### config.mk
export PLATFORM = sky130hd
export DESIGN_NAME = lcd_spi_rx_flat
export DESIGN_NICKNAME = d
export VERILOG_FILES = /design/src/rtl/lcd_spi_rx_if.sv /design/src/rtl/lcd_spi_rx.sv /design/src/flat_wrapper.sv
export SDC_FILE = /design/constraint.sdc
export NUM_CORES = 1
export LEC_CHECK = 0
export ABC_AREA = 1
export BUFFER_PORTS_ARGS = -buffer_cell sky130_fd_sc_hd__buf_4
export CAP_MARGIN = 20
export CORE_MARGIN = 10
export CORE_UTILIZATION = 50
export DETAILED_ROUTE_END_ITERATION = 6
export GPL_ROUTABILITY_DRIVEN = 1
export PLACE_DENSITY_LB_ADDON = 0.08
export SYNTH_ARGS = -nofsm -noshare
export SYNTH_HDL_FRONTEND = slang
export SYNTH_SLANG_ARGS = --single-unit
### constraint.sdc
create_clock -name CLK -period 6.45 [get_ports CLK]
set_input_delay 0.645 -clock CLK [delete_from_list [all_inputs] [get_ports CLK]]
set_output_delay 0.645 -clock CLK [all_outputs]
set_load 0.01 [all_outputs]
### src/rtl/lcd_spi_rx_if.sv
// Byte stream leaving lcd_spi_rx: FIFO head plus its tags, with a ready/valid handshake.
interface lcd_spi_rx_if #(
  parameter int IDX_W = 14
) ();
  logic             BYTE_VALID;
  logic             BYTE_READY;
  logic [7:0]       BYTE_DATA;
  logic             BYTE_DC;
  logic [7:0]       BYTE_CMD;
  logic [IDX_W-1:0] BYTE_IDX;

  modport master (
    output BYTE_VALID, BYTE_DATA, BYTE_DC, BYTE_CMD, BYTE_IDX,
    input  BYTE_READY
  );

  modport slave (
    input  BYTE_VALID, BYTE_DATA, BYTE_DC, BYTE_CMD, BYTE_IDX,
    output BYTE_READY
  );
endinterface

### src/rtl/lcd_spi_rx.sv
// Display-side receiver for the write-only 4-wire LCD SPI link: oversamples the bus,
// rebuilds bytes, tags them with command/parameter index and pairs 0x2C data into RGB565 pixels.
module lcd_spi_rx #(
  parameter int SYNC_STAGES = 2,
  parameter int FIFO_DEPTH  = 4,
  parameter int IDX_W       = 14
) (
  input  logic        CLK,
  input  logic        RESET,
  input  logic        SCL_IN,
  input  logic        MOSI_IN,
  input  logic        CS_IN,
  input  logic        DC_IN,
  input  logic        LCD_RST_IN,
  lcd_spi_rx_if.master byte_if,
  output logic        PIX_VALID,
  output logic [15:0] PIX_DATA,
  output logic        OVERFLOW,
  output logic        FRAME_ERR
);

  localparam int              PTR_W     = $clog2(FIFO_DEPTH);
  localparam logic [7:0]      CMD_RAMWR = 8'h2C;
  localparam logic [0:0]      PH_HI     = 1'b0;
  localparam logic [0:0]      PH_LO     = 1'b1;
  localparam logic [4:0]      SYNC_IDLE = 5'b10101;  // {scl, mosi, cs, dc, lcd_rst}
  localparam logic [PTR_W:0]  CNT_FULL  = (PTR_W + 1)'(FIFO_DEPTH);
  localparam logic [PTR_W-1:0] PTR_ONE  = PTR_W'(1);
  localparam logic [PTR_W:0]  CNT_ONE   = (PTR_W + 1)'(1);
  localparam logic [IDX_W-1:0] IDX_ONE  = IDX_W'(1);

  typedef struct packed {
    logic [7:0]       data;
    logic             dc;
    logic [7:0]       cmd;
    logic [IDX_W-1:0] idx;
  } entry_t;

  logic [SYNC_STAGES-1:0][4:0] sync_q;
  logic scl_s, mosi_s, cs_s, dc_s, lrst_s;
  logic scl_prev, cs_prev;
  logic [7:0] shreg;
  logic [2:0] bit_cnt;
  logic [7:0] cmd_q;
  logic [IDX_W-1:0] idx_q;
  logic [0:0] phase;
  logic [7:0] pix_hi;
  logic push_q;
  entry_t push_entry;

  assign {scl_s, mosi_s, cs_s, dc_s, lrst_s} = sync_q[SYNC_STAGES-1];

  logic scl_rise, cs_rise, shift_en, byte_done;
  logic [7:0] byte_next;
  entry_t new_entry;

  assign scl_rise  = scl_s & ~scl_prev;
  assign cs_rise   = cs_s & ~cs_prev;
  assign shift_en  = scl_rise & ~cs_s & lrst_s;
  assign byte_next = {shreg[6:0], mosi_s};
  assign byte_done = shift_en && (bit_cnt == 3'd7);

  // Command bytes tag themselves; data bytes carry the command and index in force.
  always_comb begin
    new_entry      = '0;
    new_entry.data = byte_next;
    new_entry.dc   = dc_s;
    new_entry.cmd  = dc_s ? cmd_q : byte_next;
    new_entry.idx  = dc_s ? idx_q : '0;
  end

  // Decoding happens on the cycle the 8th bit lands, so PIX_VALID coincides with push_q.
  always_ff @(posedge CLK) begin
    if (RESET) begin
      sync_q     <= {SYNC_STAGES{SYNC_IDLE}};
      scl_prev   <= 1'b1;
      cs_prev    <= 1'b1;
      shreg      <= '0;
      bit_cnt    <= '0;
      cmd_q      <= '0;
      idx_q      <= '0;
      phase      <= PH_HI;
      pix_hi     <= '0;
      push_q     <= 1'b0;
      push_entry <= '0;
      PIX_VALID  <= 1'b0;
      PIX_DATA   <= '0;
      FRAME_ERR  <= 1'b0;
    end else begin
      sync_q    <= {sync_q[SYNC_STAGES-2:0], {SCL_IN, MOSI_IN, CS_IN, DC_IN, LCD_RST_IN}};
      scl_prev  <= scl_s;
      cs_prev   <= cs_s;
      push_q    <= 1'b0;
      PIX_VALID <= 1'b0;
      FRAME_ERR <= 1'b0;
      if (!lrst_s) begin
        bit_cnt <= '0;
        cmd_q   <= '0;
        idx_q   <= '0;
        phase   <= PH_HI;
      end else begin
        if (shift_en) begin
          shreg   <= byte_next;
          bit_cnt <= bit_cnt + 3'd1;
        end else if (cs_rise && bit_cnt != 3'd0) begin
          FRAME_ERR <= 1'b1;
          bit_cnt   <= '0;
        end
        if (byte_done) begin
          push_q     <= 1'b1;
          push_entry <= new_entry;
          if (!dc_s) begin
            cmd_q <= byte_next;
            idx_q <= '0;
            phase <= PH_HI;
          end else begin
            if (idx_q != '1) idx_q <= idx_q + IDX_ONE;
            if (cmd_q == CMD_RAMWR) begin
              if (phase == PH_HI) begin
                pix_hi <= byte_next;
                phase  <= PH_LO;
              end else begin
                PIX_DATA  <= {pix_hi, byte_next};
                PIX_VALID <= 1'b1;
                phase     <= PH_HI;
              end
            end
          end
        end
      end
    end
  end

  entry_t mem [FIFO_DEPTH];
  logic [PTR_W-1:0] wr_ptr, rd_ptr;
  logic [PTR_W:0] count;
  logic fifo_valid, full, pop, push_ok;
  entry_t head;

  assign fifo_valid = (count != '0);
  assign full       = (count == CNT_FULL);
  assign pop        = fifo_valid & byte_if.BYTE_READY;
  assign push_ok    = push_q & (~full | pop);
  assign head       = mem[rd_ptr];

  always_ff @(posedge CLK) begin
    if (RESET) begin
      wr_ptr   <= '0;
      rd_ptr   <= '0;
      count    <= '0;
      OVERFLOW <= 1'b0;
    end else begin
      if (push_ok) wr_ptr <= wr_ptr + PTR_ONE;
      if (pop)     rd_ptr <= rd_ptr + PTR_ONE;
      case ({push_ok, pop})
        2'b10:   count <= count + CNT_ONE;
        2'b01:   count <= count - CNT_ONE;
        default: ;
      endcase
      if (push_q && !push_ok) OVERFLOW <= 1'b1;
    end
  end

  // NOTE: storage is not reset; empty slots are never observable because outputs are gated by valid.
  always_ff @(posedge CLK) begin
    if (push_ok) mem[wr_ptr] <= push_entry;
  end

  assign byte_if.BYTE_VALID = fifo_valid;
  assign byte_if.BYTE_DATA  = fifo_valid ? head.data : '0;
  assign byte_if.BYTE_DC    = fifo_valid ? head.dc   : 1'b0;
  assign byte_if.BYTE_CMD   = fifo_valid ? head.cmd  : '0;
  assign byte_if.BYTE_IDX   = fifo_valid ? head.idx  : '0;

endmodule
### src/flat_wrapper.sv
// flat-port wrapper written by rule: the top's interface ports become plain ports
module lcd_spi_rx_flat 
#(
  parameter int SYNC_STAGES = 2,
  parameter int FIFO_DEPTH  = 4,
  parameter int IDX_W       = 14
)
  (CLK, RESET, SCL_IN, MOSI_IN, CS_IN, DC_IN, LCD_RST_IN, PIX_VALID, PIX_DATA, OVERFLOW, FRAME_ERR, byte_if_BYTE_VALID, byte_if_BYTE_DATA, byte_if_BYTE_DC, byte_if_BYTE_CMD, byte_if_BYTE_IDX, byte_if_BYTE_READY);
  lcd_spi_rx_if #(.IDX_W(IDX_W)) byte_if_i ();
  input  logic CLK;
  input  logic RESET;
  input  logic SCL_IN;
  input  logic MOSI_IN;
  input  logic CS_IN;
  input  logic DC_IN;
  input  logic LCD_RST_IN;
  output logic PIX_VALID;
  output logic [15:0] PIX_DATA;
  output logic OVERFLOW;
  output logic FRAME_ERR;
  output wire logic [$bits(byte_if_i.BYTE_VALID)-1:0] byte_if_BYTE_VALID;
  output wire logic [$bits(byte_if_i.BYTE_DATA)-1:0] byte_if_BYTE_DATA;
  output wire logic [$bits(byte_if_i.BYTE_DC)-1:0] byte_if_BYTE_DC;
  output wire logic [$bits(byte_if_i.BYTE_CMD)-1:0] byte_if_BYTE_CMD;
  output wire logic [$bits(byte_if_i.BYTE_IDX)-1:0] byte_if_BYTE_IDX;
  input wire logic [$bits(byte_if_i.BYTE_READY)-1:0] byte_if_BYTE_READY;
  assign byte_if_BYTE_VALID = byte_if_i.BYTE_VALID;
  assign byte_if_BYTE_DATA = byte_if_i.BYTE_DATA;
  assign byte_if_BYTE_DC = byte_if_i.BYTE_DC;
  assign byte_if_BYTE_CMD = byte_if_i.BYTE_CMD;
  assign byte_if_BYTE_IDX = byte_if_i.BYTE_IDX;
  assign byte_if_i.BYTE_READY = byte_if_BYTE_READY;
  lcd_spi_rx #(.SYNC_STAGES(SYNC_STAGES), .FIFO_DEPTH(FIFO_DEPTH), .IDX_W(IDX_W)) u_core (.CLK(CLK), .RESET(RESET), .SCL_IN(SCL_IN), .MOSI_IN(MOSI_IN), .CS_IN(CS_IN), .DC_IN(DC_IN), .LCD_RST_IN(LCD_RST_IN), .byte_if(byte_if_i), .PIX_VALID(PIX_VALID), .PIX_DATA(PIX_DATA), .OVERFLOW(OVERFLOW), .FRAME_ERR(FRAME_ERR));
endmodule
Word level (Yosys, flattened, before mapping)
Memory sizes are Yosys's and may differ from the RTL's. A register that Yosys moved wholly into a read port is not among the register bits.
Cells that the tools add are included.

storage, ports and cells
  register bits = 111
  memory bits (writable) = 124
  input port bits = 8
  word-level logic and storage cells = 91
  memories = 1

memory list
  memory      depth  bits a word  read ports  clocked after Yosys merged registers in  write ports  RTL line           RTL
  u_core.mem  4      31           1           1                                        1            lcd_spi_rx.sv:134  entry_t mem [FIFO_DEPTH];

operators by class
  add/subtract/negate cells = 6
  equality and inequality tests = 8
  muxes and demuxes = 21
  bitwise logic cells = 16
  reductions and logical operators = 17

operators with widths
  kind                                                                count
  14-bit 2-to-1 mux                                                   4
  8-bit 2-to-1 mux                                                    3
  14-bit by 1-bit adder with 14-bit output, second input constant     1
  14-bit inequality test, second input constant                       1
  5-bit AND reduction                                                 2
  1-bit 2-to-1 mux                                                    9
  1-bit NOT                                                           9
  8-bit by 6-bit == test with 1-bit output, second input constant     1
  2-bit AND reduction                                                 4
  3-bit by 1-bit adder with 3-bit output, second input constant       2
  1-bit AND                                                           6
  3-bit == test, second input constant                                2
  3-bit 2-to-1 mux                                                    2
  3-bit case mux with 2 select lines                                  1
  3-bit nonzero test                                                  2
  5-bit OR reduction                                                  1
  2-bit by 1-bit adder with 2-bit output, second input constant       2
  2-bit 2-to-1 mux                                                    2
  2-bit inequality test, second input constant                        2
  2-bit nonzero test                                                  2
  1-bit logical AND                                                   3
  3-bit OR reduction                                                  1
  3-bit by 1-bit subtractor with 3-bit output, second input constant  1
  2-bit by 1-bit == test with 1-bit output, second input constant     1
  other kinds (4)                                                     4

Longest topological paths before layout
  depth in word-level cells = 7
  gate-level depth with buffers = 11
  mapped depth without buffers = 11

Worst setup path before layout
Ideal clock, no wire load.

  kind = in2reg
  start point = input port byte_if_BYTE_READY
  end point = memory u_core.mem[0][0] in the netlist's numbering (enable)
  setup time = 0.419 ns
  arrival = 2.254 ns
  slack = 3.777 ns
  cell stages on the path = 4
  cells stage by stage = inv_1 nand3_1 nand2_1 nor2_1

on the way
  longest elaborated chain between the ends = 5

ends and longest elaborated chain
  what                                    RTL line            RTL
  start: declaration                      flat_wrapper.sv:26  input wire logic [$bits(byte_if_i.BYTE_READY)-1:0] byte_if_BYTE_READY;
  1-bit AND                               lcd_spi_rx.sv:142   assign pop = fifo_valid & byte_if.BYTE_READY;
  1-bit OR                                lcd_spi_rx.sv:143   assign push_ok = push_q & (~full | pop);
  1-bit AND                               lcd_spi_rx.sv:143
  1-bit 2-to-1 mux                        lcd_spi_rx.sv:166   if (push_ok) mem[wr_ptr] <= push_entry;
  1-bit 2-to-1 mux (not written as such)  lcd_spi_rx.sv:166
  end: declaration                        lcd_spi_rx.sv:134

Every way passes these cells.

==> metrics.yaml <==
worst_setup_path:
  crit_type: "reg -> out"
  r2r-end: "u_core.pix_hi[4]"
  crit_end: "byte_if_BYTE_IDX[9]"
  slowest_stage: "inv_2"
  max_stage_delay_ns: 0.59
  path_cells: "buf_4 > inv_2 > o21ai_0 > a21oi_1 > buf_4"
  endpoint_kind: "output port"
  r2r_slack_ns: 3.80
  cp_data_required_time_ns: 5.80
  r2r_cells: 8
  start_kind: "register"
  worst_r2r_startpoint: "u_core.lrst_s"
  cpMostUsedCell: "buf_4"
  cp.arrival_ns: 2.66
  path_max_fanout: 63
power:
  p_int_mw: 2.73
  total_power_mw: 3.73
  power_density_nw_per_um2: 341
  p_seq_share_pct: 42.9
  p_sw_mw: 0.998
  leakage_nw: 4.14
  ir_drop_mv: 0.246
  pwr-share-comb_pct: 18.0
  swShare_pct: 26.8
  p_clk_share_pct: 39.1
outcome:
  status: "complete, no violations"
clocking:
  ctsHoldBuffers: 0
  cts_sinks: 237
  cts_tree: "built"
  clk_latency_ns: 0.51
  cts_buffers: 25
  clkSlewWorstSetupHoldPaths_ns: 0.06
  cts_setup_buffers: 0
  cts-root-buf: "clkbuf_16"
  cts-htree-levels: 1
  cts_resized: 0
  clock_path_buffers: 3
logic_synthesis:
  avgSynthCellArea_um2: 9.16
  synth_warnings: 0
  synth_adder_area_share_pct: 1.27
  synth_top_family_by_area: "simple AND/OR/NAND/NOR gates"
  yosysSeqAreaShare_pct: 63.2
  syn_nets: 1051
  netlist_instances: 1034
  synth_seq_cells: 237
  yosys-mux-area-fraction_pct: 0
  synth_xor_area_share_pct: 0
  synth_compound_area_share_pct: 9.33
  synthSimpleGateAreaFrac_pct: 20.6
  netlist_area_um2: 9470
  synth_cell_types: 29
global_route:
  grt_usage_pct: 16.5
  antenna_found_initial: 0
  grt_max_degree: 64
  grt_first_pass_wirelength_mm: 33.5
  grt_pass1_vias: 6398
  grt-ovfl-total: 0
timing:
  grt_setup_unrepaired: "no"
  period_needed_ns: 3.30
  max_slew_margin_pct: 34.7
  report.final.slew_viol_count: 0
  tightest_slew_ns: 0.979
  clock_skew_ns: 0.0108
  clock.fmax_mhz: 303
  finalSetupViolCount: 0
  fin_crit_sh_pct: 51.2
  hold_viol: 0
  setup-tns-final_ns: 0
worst_hold_path:
  hold_path.class: "in -> reg"
route:
  vias: 6788
  drc: 0
  routed_wl_mm: 20.3
  drt_iter0_markers: 377
  ant_nets: 0
  wire_per_inst_um: 15.2
  vias_per_cell: 5.10
  dr.pass1.iters: 4
die:
  pin_count: 59
  fp-row-count: 50
  start_util_pct: 50.8
  die_y_um: 158
  core_um2: 18600
  dieWidth_um: 158
  die_area_um2: 24800
place:
  postPlaceCellArea_um2: 10100
  place.gp.congestion: 0.828
  hpwl_mm: 12.3
  io_buffers: 58
run:
  cap_violations: 0
final_layout:
  diodes: 0
  final_core_util_pct: 58.6
  nets: 1095
  area_growth_pct: 15.4
  fill_cells: 1686
  drive_gt1_share_pct: 12.0
  layout_common_cells: "nor2_1, nand2_1, edfxtp_1, dfxtp_1, a21oi_1"
  stdcell_area_um2: 10900
  layout_commonest_cell: "nor2_1"
==> flip-flops by register name (all words and copies together) (netlist names), 2 cells and up, named ones only <==
register and flops:
u_core.cmd_q 8, u_core.mem 124, u_core.shreg 7, u_core.idx_q 14, u_core.pix_hi 8, u_core.rd_ptr 2
u_core.wr_ptr 2, u_core.sync_q 5, u_core.PIX_DATA 16, u_core.push_entry 31, u_core.bit_cnt 3, u_core.count 3
==> worst max-delay path: cells and delay by family (launching register included) <==
| family | cells | cell delay (ns) |
|---|---|---|
| compound gates | 2 | 0.45 |
| buf+inv | 3 | 1.33 |
| flops | 1 | 0.31 |
==> power by group through the flow <==
stage / clock network (mW) / logic [mW] / registers [mW]
after global placement: 0 / 0.680 / 1.63
after floorplan: 0 / 0.386 / 1.63
final: 1.46 / 0.672 / 1.60
after detailed placement: 0 / 0.687 / 1.63
after global routing: 1.55 / 0.750 / 1.60
after CTS: 1.48 / 0.690 / 1.60
==> cell families after synthesis <==
logic type	after synthesis
simple gates	478
flops	237
compound gates	176
fa+ha+maj	9
buf+inv	134
==> how the worst min path moves through the flow <==
stage	startpoint	to	slack [ns]	depth (start not counted)
CTS	LCD_RST_IN	u_core.sync_q[0]	0.30	2
finish	LCD_RST_IN	u_core.sync_q[0]	0.32	2
global placement	u_core.sync_q[1]	u_core.dc_s	0.39	2
floorplan	u_core.sync_q[3]	u_core.byte_next[0]	0.39	2
global route	LCD_RST_IN	u_core.sync_q[0]	0.31	2
detailed placement	u_core.sync_q[1]	u_core.dc_s	0.40	2
==> stage by stage <==
stage | setup WS, ns | instances | hold slack (ns)
floorplan | 3.78 | 1034 | 0.388
finish | 3.15 | 1330 | 0.320
global route | 2.90 | 1330 | 0.307
global placement | 2.91 | 1284 | 0.392
CTS | 3.09 | 1330 | 0.304
detailed placement | 2.87 | 1285 | 0.395
==> cell usage after synthesis, drive strengths merged <==
| cell | number | area share (%) |
|---|---|---|
| nor2 | 218 | 8.8 |
| nand2 | 201 | 8.0 |
| edfxtp | 124 | 39 |
| dfxtp | 113 | 24 |
| a21oi | 93 | 4.9 |
| o21ai | 82 | 4.3 |
| inv | 81 | 3.2 |
| clkbuf | 38 | 1.5 |
| nand3 | 31 | 1.8 |
| nand4 | 15 | 0.99 |
| buf | 13 | 0.85 |
| ha | 8 | 1.1 |
| or2 | 8 | 0.53 |
| nor3 | 4 | 0.33 |
| clkinv | 2 | 0.079 |
| a211oi | 1 | 0.079 |
| fa | 1 | 0.21 |
| nand3b | 1 | 0.079 |
==> routing by layer <==
layer	part of all wire (%)	global-route usage (%)
met2	47	27.3
met4	1.8	4.45
met5	0	0
met1	46	22.1
met3	4.8	2.71
==> layout make-up <==
type | instances | area [um2] | area share (%)
Clock inverter | 12 | 114 | 1.04
Timing Repair Buffer | 68 | 518 | 4.74
Sequential cell | 237 | 5990 | 54.8
Inverter | 83 | 312 | 2.85
Multi-Input combinational cell | 663 | 2960 | 27.1
Clock buffer | 33 | 741 | 6.78
Tap cell | 234 | 293 | 2.68
No activity file was read; power rests on OpenSTA's default activity.
